### src/rtl/snn_pkg.sv
// Shared definitions for the tinysnn neuron scheduler.
//   state_t        : scheduler FSM states (also exported on the debug port)
//   *_DEF          : default LIF constants (threshold, leak shift, refractory)
//   sat_add()      : unsigned add clamped to an arbitrary result width
package snn_pkg;

  typedef enum logic [1:0] {
    ST_IDLE   = 2'd0,
    ST_UPDATE = 2'd1,
    ST_EMIT   = 2'd2,
    ST_DONE   = 2'd3
  } state_t;

  localparam int THRESH_DEF     = 200;
  localparam int LEAK_SHIFT_DEF = 3;
  localparam int REFRAC_DEF     = 2;

  // Adds a and b and clamps the result to 2^w - 1. The 33-bit sum keeps the
  // carry so a wrap can never hide an overflow.
  function automatic logic [31:0] sat_add(input logic [31:0] a,
                                          input logic [31:0] b,
                                          input int          w);
    logic [32:0] sum;
    logic [31:0] lim;
    sum = {1'b0, a} + {1'b0, b};
    lim = 32'((64'd1 << w) - 64'd1);
    return (sum > {1'b0, lim}) ? lim : sum[31:0];
  endfunction

endpackage

### src/rtl/lif_update.sv
// Combinational leaky-integrate-and-fire update for one neuron.
//   v, inn, refrac          : current membrane, input current, refractory count
//   v_next, refrac_next     : state to write back
//   spike                   : neuron fires this timestep
// While refractory the neuron is clamped at 0 and ignores its input.
module lif_update
  import snn_pkg::*;
#(
  parameter int W          = 8,
  parameter int THRESH     = THRESH_DEF,
  parameter int LEAK_SHIFT = LEAK_SHIFT_DEF,
  parameter int REFRAC     = REFRAC_DEF,
  parameter int RW         = 2
) (
  input  logic [W-1:0]  v,
  input  logic [W-1:0]  inn,
  input  logic [RW-1:0] refrac,
  output logic [W-1:0]  v_next,
  output logic [RW-1:0] refrac_next,
  output logic          spike
);

  localparam logic [W-1:0] THR = W'(THRESH);

  logic [W-1:0] leaked;
  logic [31:0]  sum32;
  logic [W-1:0] s;
  logic         unused_sat_hi;

  // v - (v >> LEAK_SHIFT) never underflows, so only the input add can overflow.
  assign leaked        = v - (v >> LEAK_SHIFT);
  assign sum32         = sat_add(32'(leaked), 32'(inn), W);
  assign s             = sum32[W-1:0];
  assign unused_sat_hi = ^sum32[31:W];

  always_comb begin
    v_next      = v;
    refrac_next = refrac;
    spike       = 1'b0;
    if (refrac != '0) begin
      refrac_next = refrac - RW'(1);
      v_next      = '0;
    end else if (s >= THR) begin
      spike       = 1'b1;
      v_next      = '0;
      refrac_next = RW'(REFRAC);
    end else begin
      v_next      = s;
    end
  end

endmodule

### src/rtl/snn_neuron_scheduler.sv
// Time-multiplexed timestep scheduler for the tinysnn neuron array.
// On tick_i (in IDLE) the input currents are latched and every neuron is
// walked through one shared lif_update datapath, one neuron per cycle.
// Ports:
//   clk, rst_n        : clock, asynchronous active-low reset
//   tick_i            : start-of-timestep strobe (only honoured in IDLE)
//   inn_i             : packed input currents, neuron k at [k*W +: W]
//   busy_o            : high whenever not IDLE
//   done_o            : one-cycle pulse in DONE
//   spike_valid_o     : spike event pending, spike_id_o : its neuron index
//   spike_ready_i     : consumer accepts the pending spike event
//   spike_vec_o       : spikes of the last completed timestep
//   overrun_o         : sticky, tick_i seen while busy
//   dbg_state_o       : current FSM state
//
// Spike handshake: spike_valid_o rises the cycle after a firing UPDATE and
// stays high, with spike_id_o stable, until the rising edge on which
// spike_ready_i is also high; that edge is the transfer. Every output is a
// flop, so spike_ready_i has no combinational path to any output.
module snn_neuron_scheduler
  import snn_pkg::*;
#(
  parameter int NUM_NEURONS = 4,
  parameter int W           = 8,
  parameter int THRESH      = THRESH_DEF,
  parameter int LEAK_SHIFT  = LEAK_SHIFT_DEF,
  parameter int REFRAC      = REFRAC_DEF
) (
  input  logic                           clk,
  input  logic                           rst_n,
  input  logic                           tick_i,
  input  logic [NUM_NEURONS*W-1:0]       inn_i,
  output logic                           busy_o,
  output logic                           done_o,
  output logic                           spike_valid_o,
  input  logic                           spike_ready_i,
  output logic [$clog2(NUM_NEURONS)-1:0] spike_id_o,
  output logic [NUM_NEURONS-1:0]         spike_vec_o,
  output logic                           overrun_o,
  output state_t                         dbg_state_o
);

  localparam int IW = $clog2(NUM_NEURONS);
  localparam int RW = (REFRAC < 1) ? 1 : $clog2(REFRAC + 1);
  localparam logic [IW-1:0] LAST = IW'(NUM_NEURONS - 1);

  state_t                   state_q;
  logic [IW-1:0]            idx_q;
  logic [NUM_NEURONS*W-1:0] inn_q;
  logic [NUM_NEURONS-1:0]   scratch_q;
  logic [W-1:0]             v_q      [NUM_NEURONS];
  logic [RW-1:0]            refrac_q [NUM_NEURONS];

  // Shared datapath: state registers are muxed by idx.
  logic [W-1:0]  v_cur, inn_cur, v_nxt;
  logic [RW-1:0] refrac_cur, refrac_nxt;
  logic          spike;

  assign v_cur      = v_q[idx_q];
  assign refrac_cur = refrac_q[idx_q];
  assign inn_cur    = inn_q[idx_q*W +: W];

  lif_update #(
    .W          (W),
    .THRESH     (THRESH),
    .LEAK_SHIFT (LEAK_SHIFT),
    .REFRAC     (REFRAC),
    .RW         (RW)
  ) u_lif (
    .v           (v_cur),
    .inn         (inn_cur),
    .refrac      (refrac_cur),
    .v_next      (v_nxt),
    .refrac_next (refrac_nxt),
    .spike       (spike)
  );

  assign dbg_state_o = state_q;

  always_ff @(posedge clk or negedge rst_n) begin
    if (!rst_n) begin
      state_q       <= ST_IDLE;
      idx_q         <= '0;
      inn_q         <= '0;
      scratch_q     <= '0;
      busy_o        <= 1'b0;
      done_o        <= 1'b0;
      spike_valid_o <= 1'b0;
      spike_id_o    <= '0;
      spike_vec_o   <= '0;
      overrun_o     <= 1'b0;
      for (int k = 0; k < NUM_NEURONS; k++) begin
        v_q[k]      <= '0;
        refrac_q[k] <= '0;
      end
    end else begin
      // A tick in any busy state, DONE included, is dropped and flagged.
      if (tick_i && (state_q != ST_IDLE)) begin
        overrun_o <= 1'b1;
      end

      case (state_q)
        ST_IDLE: begin
          if (tick_i) begin
            inn_q     <= inn_i;
            scratch_q <= '0;
            idx_q     <= '0;
            busy_o    <= 1'b1;
            state_q   <= ST_UPDATE;
          end
        end

        ST_UPDATE: begin
          v_q[idx_q]      <= v_nxt;
          refrac_q[idx_q] <= refrac_nxt;
          if (spike) begin
            scratch_q[idx_q] <= 1'b1;
            spike_id_o       <= idx_q;
            spike_valid_o    <= 1'b1;
            state_q          <= ST_EMIT;
          end else if (idx_q == LAST) begin
            done_o  <= 1'b1;
            state_q <= ST_DONE;
          end else begin
            idx_q <= idx_q + IW'(1);
          end
        end

        ST_EMIT: begin
          if (spike_ready_i) begin
            spike_valid_o <= 1'b0;
            if (idx_q == LAST) begin
              done_o  <= 1'b1;
              state_q <= ST_DONE;
            end else begin
              idx_q   <= idx_q + IW'(1);
              state_q <= ST_UPDATE;
            end
          end
        end

        ST_DONE: begin
          done_o      <= 1'b0;
          busy_o      <= 1'b0;
          spike_vec_o <= scratch_q;
          state_q     <= ST_IDLE;
        end

        default: state_q <= ST_IDLE;
      endcase
    end
  end

endmodule

### config.mk
export PLATFORM = sky130hd
export DESIGN_NAME = snn_neuron_scheduler
export DESIGN_NICKNAME = d
export VERILOG_FILES = /design/src/rtl/snn_pkg.sv /design/src/rtl/lif_update.sv /design/src/rtl/snn_neuron_scheduler.sv
export SDC_FILE = /design/constraint.sdc
export NUM_CORES = 1
export LEC_CHECK = 0
export BUFFER_PORTS_ARGS = -buffer_cell sky130_fd_sc_hd__buf_4
export CORE_ASPECT_RATIO = 2
export CORE_MARGIN = 2
export CORE_UTILIZATION = 50
export DETAILED_ROUTE_END_ITERATION = 12
export PLACE_DENSITY = 0.66
export SETUP_SLACK_MARGIN = 0.15
export SLEW_MARGIN = 20
export SYNTH_ARGS = -nofsm -noshare
export SYNTH_HDL_FRONTEND = slang
export SYNTH_SLANG_ARGS = --single-unit
### constraint.sdc
create_clock -name clk -period 5.34 [get_ports clk]
set_clock_uncertainty 0.2 [all_clocks]
set_input_delay 0.801 -clock clk [delete_from_list [all_inputs] [get_ports clk]]
set_output_delay 0.801 -clock clk [all_outputs]
set_load 0.01 [all_outputs]
## Word-level counts from Yosys, hierarchy flattened

Index checks and enable logic that the tools add are counted.

- Register bits after elaboration: 90
- Word-level logic and storage cells: 103

- Add/sub/neg operators: 4
- Order comparisons: 6
- Eq/ne operators: 9
- Shifts and indexed selects: 1
- Multiplexer cells: 44
- Bitwise operators: 2
- Reductions and logical operators: 19

Operators by type and width:

| operator | number |
|---|---|
| 8-bit 2-to-1 mux | 6 |
| 32-bit bitwise mux | 1 |
| 32-bit by 6-bit indexed part select with 8-bit output | 1 |
| 2-bit 2-to-1 mux | 14 |
| 8-bit binary-select mux with 2-bit select | 1 |
| 8-bit demux with 2-bit select | 1 |
| 3-bit AND reduction | 4 |
| 2-bit nonzero test | 5 |
| 8-bit by 8-bit adder with 9-bit output | 1 |
| 9-bit by 8-bit greater-than comparator with 1-bit output, second input constant | 1 |
| 1-bit 2-to-1 mux | 9 |
| 8-bit bitwise mux | 1 |
| 8-bit >= comparator, second input constant | 1 |
| 4-bit 2-to-1 mux | 2 |
| 2-bit != test, second input constant | 4 |
| 2-bit case mux with 4 select lines | 1 |
| 4-bit case mux with 2 select lines | 1 |
| 8-bit by 5-bit subtractor with 8-bit output | 1 |
| 2-bit equality test, second input constant | 3 |
| 2-bit case mux with 3 select lines | 1 |
| 2-bit AND reduction | 3 |
| 3-bit nonzero test | 2 |
| 2-bit binary-select mux with 2-bit select | 1 |
| 2-bit demux with 2-bit select | 1 |
| 16 further kinds | 19 |

## Longest topological paths before layout

Gate-level depths: netlist of run 1.

- Depth after elaboration: 13
- Mapped depth: 19
- Depth with buffers taken out: 18

## By module

From an unflattened synthesis of run 1, not the netlist that was laid out.

- Cells, all modules: 362
- Area, all modules: 4754.6 um^2

Modules (own cells, without submodules):

| module | instances | cells an instance | area an instance (um^2) | sequential area each (um^2) |
|---|---|---|---|---|
| snn_neuron_scheduler | 1 | 259 | 4008.8 | 2252.2 |
| lif_update | 1 | 103 | 745.7 | 0.0 |

## Least setup slack after synthesis of run 1

Ideal clock, no wire load.

- Path kind: reg-to-reg
- Start: register idx_q[0]
- End: register spike_id_o[0]
- Data arrival time: 4.506 ns
- Setup slack: 0.509 ns
- Cell stages (with the launch flop): 19
- Period minus slack after synthesis: 4.831 ns
- Cells stage by stage: dfrtp_1 > buf_6 > buf_1 > mux4_2 > ha_1 > fa_1 > nor2b_1 > o21ai_0 > nand2b_1 > a211oi_1 > xnor2_1 > ha_1 > o21ai_1 > o311ai_0 > o211ai_2 > o21a_1 > buf_6 > nor2_4 > mux2_4

- Cells in the longest elaborated chain, start to end: 12
- Elaborated cells between the ends (all ways): 17

RTL lines:

| item | line | text |
|---|---|---|
| from (decl) | snn_neuron_scheduler.sv:48 | `logic [IW-1:0] idx_q;` |
| from (signal assigned) | snn_neuron_scheduler.sv:125 | `idx_q <= idx_q + IW'(1);` |
| from (signal assigned) | snn_neuron_scheduler.sv:136 | `idx_q <= idx_q + IW'(1);` |
| 2-bit inverter with 3-bit output (implied by the code) | snn_neuron_scheduler.sv:59, snn_neuron_scheduler.sv:60 |  |
| 8-bit binary-select mux with 2-bit select | snn_neuron_scheduler.sv:59 | `assign v_cur = v_q[idx_q];` |
| 8-bit 2-to-1 mux (implied by the code) (2 in a row) | snn_neuron_scheduler.sv:59 |  |
| 8-bit by 5-bit subtractor with 8-bit output | lif_update.sv:31 | `assign leaked = v - (v >> LEAK_SHIFT);` |
| 8-bit by 8-bit adder with 9-bit output | snn_pkg.sv:25 | `sum = {1'b0, a} + {1'b0, b};` |
| 9-bit by 8-bit greater-than comparator with 1-bit output | snn_pkg.sv:27 | `return (sum > {1'b0, lim}) ? lim : sum[31:0];` |
| 8-bit 2-to-1 mux | snn_pkg.sv:27 |  |
| 8-bit >= comparator | lif_update.sv:43 | `end else if (s >= THR) begin` |
| 1-bit 2-to-1 mux | lif_update.sv:43 |  |
| 1-bit 2-to-1 mux | lif_update.sv:40 | `if (refrac != '0) begin` |
| 2-bit AND reduction (no source line) | -- |  |
| to (signal assigned) | snn_neuron_scheduler.sv:118 | `spike_id_o <= idx_q;` |
| to (decl) | snn_neuron_scheduler.sv:37 | `output logic [$clog2(NUM_NEURONS)-1:0] spike_id_o,` |

Several ways; a longest one is shown, not always the timed one. The select of a mux whose other input is x is not followed.
A chain may end at the register's enable or synchronous reset.

## Worst setup path after layout of run 1

- Start: register idx_q[0]
- End: register spike_id_o[1]

- Cells in the longest elaborated chain, start to end: 12
- Elaborated cells between the ends (all ways): 17

RTL lines:

| item | line |
|---|---|
| 2-bit inverter with 3-bit output (implied by the code) | snn_neuron_scheduler.sv:59, snn_neuron_scheduler.sv:60 |
| 8-bit binary-select mux with 2-bit select | snn_neuron_scheduler.sv:59 |
| 8-bit 2-to-1 mux (implied by the code) (2 in a row) | snn_neuron_scheduler.sv:59 |
| 8-bit by 5-bit subtractor with 8-bit output | lif_update.sv:31 |
| 8-bit by 8-bit adder with 9-bit output | snn_pkg.sv:25 |
| 9-bit by 8-bit greater-than comparator with 1-bit output | snn_pkg.sv:27 |
| 8-bit 2-to-1 mux | snn_pkg.sv:27 |
| 8-bit >= comparator | lif_update.sv:43 |
| 1-bit 2-to-1 mux | lif_update.sv:43 |
| 1-bit 2-to-1 mux * | lif_update.sv:40 |
| 2-bit AND reduction (no source line) * | -- |

Every way passes the cells marked *; elsewhere a longest branch is shown, timed or not. The select of a mux whose other input is x is not followed.

==> results of run 1 <==
==> metal layers <==
layer,GRT usage (%),vias to the layer above
li1,-,1551
met1,24.4,1631
met2,38.6,68
met3,4.16,22
met4,9.38,0
met5,0,-
==> registers in the layout, summed over array words and instances (netlist names), 2 cells and up <==
register and count:
spike_vec_o 4, dbg_state_o 2, refrac_q 8, inn_q 32
spike_id_o 2, v_q 32, idx_q 2, scratch_q 4
==> path summary, 6_finish.rpt <==
check	startpoint	endpoint	slack (ps)	depth (start not counted)
max	idx_q[0]$_DFFE_PN0P_	spike_id_o[1]$_DFFE_PN0P_	600	16
min	rst_n	v_q[10]$_DFFE_PN0P_	220	1
max reg2reg	idx_q[0]$_DFFE_PN0P_	spike_id_o[1]$_DFFE_PN0P_	600	16
min reg2reg	overrun_o$_DFFE_PN0P_	overrun_o$_DFFE_PN0P_	260	1
max in group asynchronous	rst_n	idx_q[0]$_DFFE_PN0P_	3630	2
min in group clk	overrun_o$_DFFE_PN0P_	overrun_o$_DFFE_PN0P_	260	1
==> final cells by class <==
class / count / area [µm²] / area share (%)
multi-input cells: 272 / 2450 / 43.8
flip-flops and latches: 90 / 2250 / 40.4
repair buffers: 54 / 405 / 7.26
clock buffers: 11 / 233 / 4.17
well taps: 104 / 130 / 2.33
inverters: 19 / 71.3 / 1.28
clock inverters: 3 / 42.5 / 0.762
==> synth_stat cells, types with 2 or more instances <==
| library cell | count |
|---|---|
| a211oi_1 | 5 |
| a21o_1 | 3 |
| a21oi_1 | 12 |
| and2_1 | 3 |
| buf_6 | 2 |
| clkbuf_1 | 14 |
| dfrtp_1 | 90 |
| fa_1 | 2 |
| ha_1 | 21 |
| inv_1 | 18 |
| mux2_2 | 52 |
| mux2_4 | 2 |
| mux2i_1 | 3 |
| mux4_1 | 8 |
| mux4_2 | 10 |
| nand2_1 | 45 |
| nand2b_1 | 6 |
| nand3b_1 | 2 |
| nor2_1 | 13 |
| nor2b_1 | 3 |
| nor3_1 | 2 |
| nor4_1 | 3 |
| o211ai_1 | 2 |
| o211ai_2 | 2 |
| o21a_1 | 3 |
| o21ai_0 | 19 |
| o21ai_2 | 4 |
| o22a_1 | 4 |
| o31ai_1 | 9 |
| or2_2 | 3 |
| xnor2_1 | 5 |
| xor2_1 | 4 |
==> through the flow <==
| stage | cell area (µm²) | hold slack (ps) | instances | worst slack (ps) |
|---|---|---|---|---|
| global route | 5580 | 266 | 553 | 295 |
| CTS | 5580 | 241 | 553 | 448 |
| finish | 5580 | 222 | 553 | 604 |
| floorplan | 4850 | 240 | 398 | 509 |
| global placement | 5310 | 245 | 539 | 504 |
| detailed placement | 5310 | 253 | 539 | 454 |
==> worst max-delay path: stages, from the launching register on <==
cell,delay (ps)
dfrtp_2,520
mux4_2,600
inv_1,90
ha_1,220
nor2b_1,120
o21ai_0,140
nand2b_1,100
a21o_1,180
a21o_1,190
xnor2_1,130
ha_1,370
o21ai_1,140
o311ai_0,490
o211ai_2,220
o21a_1,370
nor2_4,210
mux2_4,310
==> kinds of logic (layout without fill, tap and decap cells) <==
kind of cell             Yosys count  after routing  share of synthesized area [%]
flip-flops                        90             90                           46.4
XOR/XNOR                           9              9                           1.63
buffers and inverters             36             87                           3.10
adder cells (fa/ha/maj)           23             23                           6.24
multiplexers                      75             75                           22.3
AO/OA/AOI/OAI                     75             75                           10.9
AND/OR/NAND/NOR                   90             90                           9.37
==> metrics.md, run 1 <==
| Metric | Value |
|---|---|
| Routability congestion estimate | 0.954 |
| Clock Pin Slew Worst Setup and Hold Paths | roughly 60 ps |
| # clock sinks | 90 |
| Skew-Pair Late Insertion Delay | about 340 ps |
| CTS Hold Bufs | 0 |
| Endpoints failing setup | 0 |
| Maximum clock frequency | 211 MHz |
| Via-per-instance ratio | 5.92 |
| CTS max path bufs | 2 |
| Met3 routed WL | 339 µm |
| # DRC | 0 |
| Synth-to-layout area growth | 15.1% |
| Setup TNS | 0 ps |
| # rows | 50 |
| Largest net degree at the start of global routing | 52 |
| Final hold vios | 0 |
| Metal2 WL | 5630 µm |
| Run status | finished, final reports clean |
| Ys flop type | dfrtp_1 |
| Clock Tree Root | clkbuf_16 |
| Synthesized net count | 457 |
| DP HPWL | 7800 µm |
| Htree depth | 3 |
| Top layer in use | met4 |
| Synth area leaders | dfrtp_1 (46%), mux2_2 (12%), ha_1 (5.4%) |
| Total GRT Usage | 21.7% |
| Post-cts gate resize count | 0 |
| FF+latch count, synth | 90 |
| Ports | 48 |
| Initial antenna violation count | 0 |
| Diode count | 0 |
| Area of the core | 9380 µm² |
| Period minus WS final | 4740 ps |
| Worst-Margin Slew | 757 ps |
| 1st-pass router iterations | 4 |
| Fill cells | 774 |
| Wire length per cell | about 19 µm |
| Die width | approximately 74 µm |
| Synthesized cell area | 4850 µm² |
| Distinct cells, synth | 56 |
| Final core utilization | 59.5% |
| I/O Buffers | 47 |
| Share of cells above drive strength 1 | between 30% and 40% |
| GRT overflow | 0 |
| CP Data Required Time | around 5400 ps |
| Register area share after synthesis | 46.4% |
| Vias | around 3300 |
| First-pass GRT wire length | between 15000 and 20000 µm |
| Slew Limit Fails | 0 |
| Initial Util | 51.7% |
| Vias in the first global route | approximately 3600 |
| CP Capture Type | register |
| Cell taking the most area after synthesis | dfrtp_1 |
| Slew HR | 49.4% |
| CTS tree | built |
| Worst Path Class, Setup | register to register |
| DRT Wirelength | 10300 µm |
| Die Ht | approximately 140 µm |
| Worst EP arrival | 4750 ps |
| TritonCTS Buffers | 9 |
| Post-synth EDFFs | 0 |
| Max-cap check violation count | 0 |
| Synth Warn # | 0 |
| Fin crit share | 88.7% |
| Fin nets | slightly above 500 |
| Syn_area_per_cell | between 10 and 15 µm² |
| Most frequent cells in the layout | dfrtp_1 (89), buf_4 (54), mux2_2 (52), nand2_1 (45), ha_1 (21) |
| Synth Instances | 398 |
| Commonest non-fill, non-tap cell in the layout | dfrtp_1 |
| Met1 wire length | 3990 µm |
| Top cell type's share of synthesized area | 46.4% |
| Min-delay worst type | input pin to async pin |
| Critical Path Source Type | register |
| Post-CTS Setup Inserts | 0 |
| RSZ-0062 raised after global routing | false |
| Die ar. | 10600 µm² |
| Final ANT Viol Nets | 0 |
| 1st-iter DRT viols | ~150 |
| Maximum fanout along the worst path | 10 |
| Post-synthesis async set-or-reset flop share | 100% |
Power of run 1 is not shown: default switching activity piles up to over one toggle a cycle in this logic, so the estimate is an artifact.
==> run 2: changes to the inputs <==
==> constraint.sdc (replaced) <==
create_clock -name clk -period 5.34 [get_ports clk]
set_clock_uncertainty 0.2 [all_clocks]
set_input_delay 0.267 -clock clk [delete_from_list [all_inputs] [get_ports clk]]
set_output_delay 0.267 -clock clk [all_outputs]
set_load 0.01 [all_outputs]
==> run 2 against run 1 <==
Count of clock-buffer cells in the layout stayed put. Core utilization is 3.6 points higher. Sequential share of layout area is 2.3 points lower. Critical path type unchanged. Fmax hardly changed. Flip-flop and latch count stayed put. Cell count is 6.1% higher. Critical path depth stayed put. Critical endpoint unchanged. Register-to-register slack hardly changed. Worst hold slack better by 13 ps. First-iteration DRC count stayed put.
==> metrics.md, run 2 (synthesis results as in run 1) <==
| Metric | Value |
|---|---|
| Run status | finished, final reports clean |
| Largest net degree at the start of global routing | 52 |
| RSZ-0062 raised after global routing | false |
| Final ANT Viol Nets | 0 |
| Min-delay worst type | input pin to async pin |
| Commonest non-fill, non-tap cell in the layout | dfrtp_1 |
| Critical Path Source Type | register |
| Die ar. | 10600 µm² |
| Wire length per cell | 18.2 µm |
| Worst Path Class, Setup | register to register |
| Worst EP arrival | 4750 ps |
| Skew-Pair Late Insertion Delay | 340 ps |
| Htree depth | 3 |
| Area of the core | 9380 µm² |
| Top flop regs | inn_q: 32 flops, v_q: 32 flops, refrac_q: 8 flops |
| Diode count | 0 |
| Vias | 3379 |
| Clock Pin Slew Worst Setup and Hold Paths | 60 ps |
| Final core utilization | 63.1% |
| Endpoints failing setup | 0 |
| R2r setup slk | 600 ps |
| DP HPWL | 7800 µm |
| GRT overflow | 0 |
| Setup TNS | 0 ps |
| Fin crit share | 88.7% |
| 1st-iter DRT viols | 148 |
| R2r startpoint | idx_q[0]$_DFFE_PN0P_ |
| Die Ht | 143 µm |
| CTS max path bufs | 2 |
| Maximum clock frequency | 211 MHz |
| R2R depth | 16 |
| Period minus WS final | 4740 ps |
| I/O Buffers | 47 |
| CTS tree | built |
| Most frequent cells in the layout | dfrtp_1 (89), buf_4 (54), mux2_2 (52), nand2_1 (45), dlygate4sd3_1 (34) |
| DRT Wirelength | 10700 µm |
| Die width | ~74 µm |
| Fin nets | 539 |
| Total GRT Usage | 22.5% |
| Share of cells above drive strength 1 | 30.8% |
| Routability congestion estimate | 0.954 |
| Initial antenna violation count | 0 |
| CP Capture Type | register |
| # rows | 50 |
| Worst-Margin Slew | 761 ps |
| Post-CTS Setup Inserts | 0 |
| Via-per-instance ratio | roughly 5.8 |
| Clock Tree Root | clkbuf_16 |
| Initial Util | between 50% and 60% |
| Slew HR | 49.2% |
| First-pass GRT wire length | around 18000 µm |
| Final hold vios | 0 |
| Synth-to-layout area growth | 22.1% |
| Max-cap check violation count | 0 |
| # clock sinks | 90 |
| Maximum fanout along the worst path | 10 |
| Slew Limit Fails | 0 |
| # DRC | 0 |
| 1st-pass router iterations | 4 |
| TritonCTS Buffers | 9 |
| CP Data Required Time | 5360 ps |
| RR Endpoint | spike_id_o[1]$_DFFE_PN0P_ |
| Ports | 48 |
| Vias in the first global route | 3719 |
[run 2: worst max path at each step]
| stage | cells past startpoint | start | to | slack, ps |
|---|---|---|---|---|
| 2_1_floorplan | 18 | idx_q[0]$_DFFE_PN0P_ | spike_id_o[0]$_DFFE_PN0P_ | 510 |
| 3_3_place_gp | 15 | idx_q[0]$_DFFE_PN0P_ | dbg_state_o[1]$_DFFE_PN0P_ | 500 |
| 3_5_place_dp | 15 | idx_q[0]$_DFFE_PN0P_ | spike_id_o[0]$_DFFE_PN0P_ | 450 |
| 4_1_cts | 16 | idx_q[0]$_DFFE_PN0P_ | spike_id_o[1]$_DFFE_PN0P_ | 450 |
| 5_1_grt | 15 | idx_q[0]$_DFFE_PN0P_ | spike_id_o[1]$_DFFE_PN0P_ | 290 |
| 6_report | 16 | idx_q[0]$_DFFE_PN0P_ | spike_id_o[1]$_DFFE_PN0P_ | 600 |
[run 2: repair_timing]
| item | 4_1_cts | 5_1_grt |
|---|---|---|
| setup endpoints to repair | 0 | 4 |
| gates resized for setup | 0 | 1 |
| hold buffers | 34 | 0 |
| hold endpoints to repair | 72 | 0 |
[run 2: critical path, stage by stage, from the launching register on]
cell and delay [ps]:
dfrtp_2 520, mux4_2 600, inv_1 90, ha_1 220, nor2b_1 120, o21ai_0 140, nand2b_1 100, a21o_1 180
a21o_1 190, xnor2_1 130, ha_1 370, o21ai_1 140, o311ai_0 490, o211ai_2 220, o21a_1 370, nor2_4 210
mux2_4 310
[run 2: metal layers]
layer	share of wire [%]	routed length (µm)	vias up	global-route usage, %
met5	0	0	-	0
met2	55	5870	71	40.1
met4	3.8	406	0	10.1
met3	3.0	317	26	4.16
met1	38	4120	1670	25.1
li1	-	-	1612	-
[run 2: area by class of cell]
cell class / count / area [µm²]
tap: 104 / 130
inverter: 19 / 71.3
fill: 728 / 3460
sequential: 90 / 2250
multi-input combinational: 272 / 2450
clock inverter: 3 / 42.5
clock buffer: 11 / 233
timing repair buffer: 88 / 746
[run 2: metrics by stage]
stage	setup slack [ps]	instances	hold slack [ps]	instance area, µm²
finish	603	587	234	5920
global route	295	587	282	5920
CTS	448	587	253	5920
detailed placement	454	539	73.0	5310
global placement	504	539	59.8	5310
floorplan	509	398	-229	4850
Power of run 2 is left out for the same reason.
==> run 3: changes to the inputs <==
Settings changed: PLACE_DENSITY 0.66 to 0.69.
==> run 3 against run 2 <==
Flip-flop and latch count unchanged. Global-route usage up 0.43 points. Register-to-register slack is essentially flat. Non-clock buffer count decreased by 3. Count of clock-buffer cells in the layout increased by 2. Critical path depth is 1 lower. Cell count shrank 0.17%. Worst hold slack gained 25 ps. Highest routed layer unchanged. Die area is the same. Critical endpoint is now spike_id_o[0]$_DFFE_PN0P_.
==> metrics.md, run 3 (synthesis results as in run 1) <==
| Metric | Value |
|---|---|
| # DRC | 0 |
| R2R depth | 15 |
| Initial Util | between 50% and 60% |
| Htree depth | 3 |
| Maximum fanout along the worst path | 10 |
| RSZ-0062 raised after global routing | false |
| Critical Path Source Type | register |
| Clock Pin Slew Worst Setup and Hold Paths | 60 ps |
| Slew HR | 49.7% |
| Min-delay worst type | input pin to async pin |
| Most Frequent Cell on Critical Path | ha_1 |
| Die ar. | about 11000 µm² |
| Worst-Margin Slew | 753 ps |
| Synth-to-layout area growth | 21.9% |
| Wire length per cell | 18.6 µm |
| DRT Wirelength | 10900 µm |
| Share of cells above drive strength 1 | 30.7% |
| 1st-iter DRT viols | 149 |
| Top flop regs | inn_q: 32 flops, v_q: 32 flops, refrac_q: 8 flops |
| Total GRT Usage | 22.9% |
| Met2 usage | 41.4% |
| CP top delay family | compound AO/OA/AOI/OAI gates |
| Busiest layer in global routing | met2 |
| DP HPWL | roughly 8000 µm |
| Worst setup path start | idx_q[0]$_DFFE_PN0P_ |
| Max-cap check violation count | 0 |
| Run status | finished, final reports clean |
| Area of the core | 9380 µm² |
| CTS max path bufs | 2 |
| CP Capture Type | register |
| Met1 usage | 25.2% |
| Routability congestion estimate | between 0.9 and 1 |
| CP Data Required Time | 5360 ps |
| CP Cell Sequence | mux4_1, inv_1, ha_1, nor2b_1, o21ai_0, nand2b_1, a211oi_1, xnor2_1, ha_1, o21ai_1, o311ai_0, o211ai_2, o21a_1, nor2_4, mux2_4 |
| Endpoints failing setup | 0 |
| Slew Limit Fails | 0 |
| R2r setup slk | 600 ps |
| Critical path destination | spike_id_o[0]$_DFFE_PN0P_ |
| Crit-path slowest cell | mux4_1 |
| Worst path depth | 15 |
| Setup TNS | 0 ps |
| Period minus WS final | 4740 ps |
| Vias in the first global route | 3771 |
| Diode count | 0 |
| R2r startpoint | idx_q[0]$_DFFE_PN0P_ |
| Worst EP arrival | 4750 ps |
| # rows | 50 |
| Buf/Inv on CP | 1 |
| RR Endpoint | spike_id_o[0]$_DFFE_PN0P_ |
| TritonCTS Buffers | 9 |
| Met3 Resource Use GR | 3.46% |
| Post-CTS Setup Inserts | 0 |
| Largest net degree at the start of global routing | 49 |
| Worst Path Class, Setup | register to register |
| I/O Buffers | 47 |
| Die width | 73.6 µm |
| First-pass GRT wire length | 18200 µm |
| Initial antenna violation count | 0 |
| Fin nets | 536 |
| Fill cells | ~740 |
| Ports | 48 |
| Clock Tree Root | clkbuf_16 |
| Fin crit share | 88.7% |
| Skew-Pair Late Insertion Delay | 340 ps |
| CTS tree | built |
| Final ANT Viol Nets | 0 |
| 1st-pass router iterations | 4 |
| Final hold vios | 0 |
| # clock sinks | 90 |
| Commonest non-fill, non-tap cell in the layout | dfrtp_1 |
| Via-per-instance ratio | around 5.8 |
| GRT overflow | 0 |
| Most frequent cells in the layout | dfrtp_1 (89), mux2_2 (52), buf_4 (51), nand2_1 (45), dlygate4sd3_1 (34) |
| Crit-path max cell delay | 700 ps |
| Maximum clock frequency | 211 MHz |
| Vias | around 3400 |
| Die Ht | 143 µm |
## run 3: worst register-to-register path: stages (launching register included)
cell      delay [ps]
dfrtp_2          530
mux4_1           700
inv_1            100
ha_1             260
nor2b_1          140
o21ai_0          140
nand2b_1         120
a211oi_1         290
xnor2_1          120
ha_1             320
o21ai_1          110
o311ai_0         490
o211ai_2         220
o21a_1           370
nor2_4           210
mux2_4           310
## run 3: metal layers
layer  vias up  routed length, µm
li1       1604                  -
met1      1687               4100
met2        70               6110
met3        26                285
met4         0                405
met5         -                  0
## run 3: stage by stage
stage / util, % / worst slack (ps) / area [µm²] / hold WS, ps / instances
4_1_cts: 63.0 / 403 / 5910 / 268 / 586
2_1_floorplan: - / 509 / 4850 / -229 / 398
3_3_place_gp: 56.3 / 532 / 5280 / 76.9 / 536
5_1_grt: 63.0 / 263 / 5910 / 280 / 586
3_5_place_dp: 56.3 / 436 / 5280 / 82.7 / 536
6_report: 63.0 / 603 / 5910 / 259 / 586
## run 3: timing repair
action,CTS,global route
resized for setup,0,2
setup endpoints to repair,0,13
endpoints found under the hold margin,75,0
hold buffers,34,0
## run 3: cell type report
type                    count  area (µm²)  area share [%]
flip-flops and latches     90        2250            38.1
repair buffers             85         723            12.2
clock inverters             3        23.8           0.402
inverters                  19        71.3            1.21
clock buffers              13         260            4.40
well taps                 104         130            2.20
multi-input cells         272        2450            41.4
## run 3: worst min-delay path by stage
stage / start / to / slack (ps) / cells past startpoint
after floorplan: rst_n / busy_o$_DFFE_PN0P_ / -230 / 0
after global placement: rst_n / v_q[28]$_DFFE_PN0P_ / 80 / 1
after detailed placement: rst_n / v_q[28]$_DFFE_PN0P_ / 80 / 1
after CTS: overrun_o$_DFFE_PN0P_ / overrun_o$_DFFE_PN0P_ / 270 / 1
after global routing: overrun_o$_DFFE_PN0P_ / overrun_o$_DFFE_PN0P_ / 280 / 1
final: rst_n / v_q[28]$_DFFE_PN0P_ / 260 / 2
Power of run 3 is left out for the same reason.
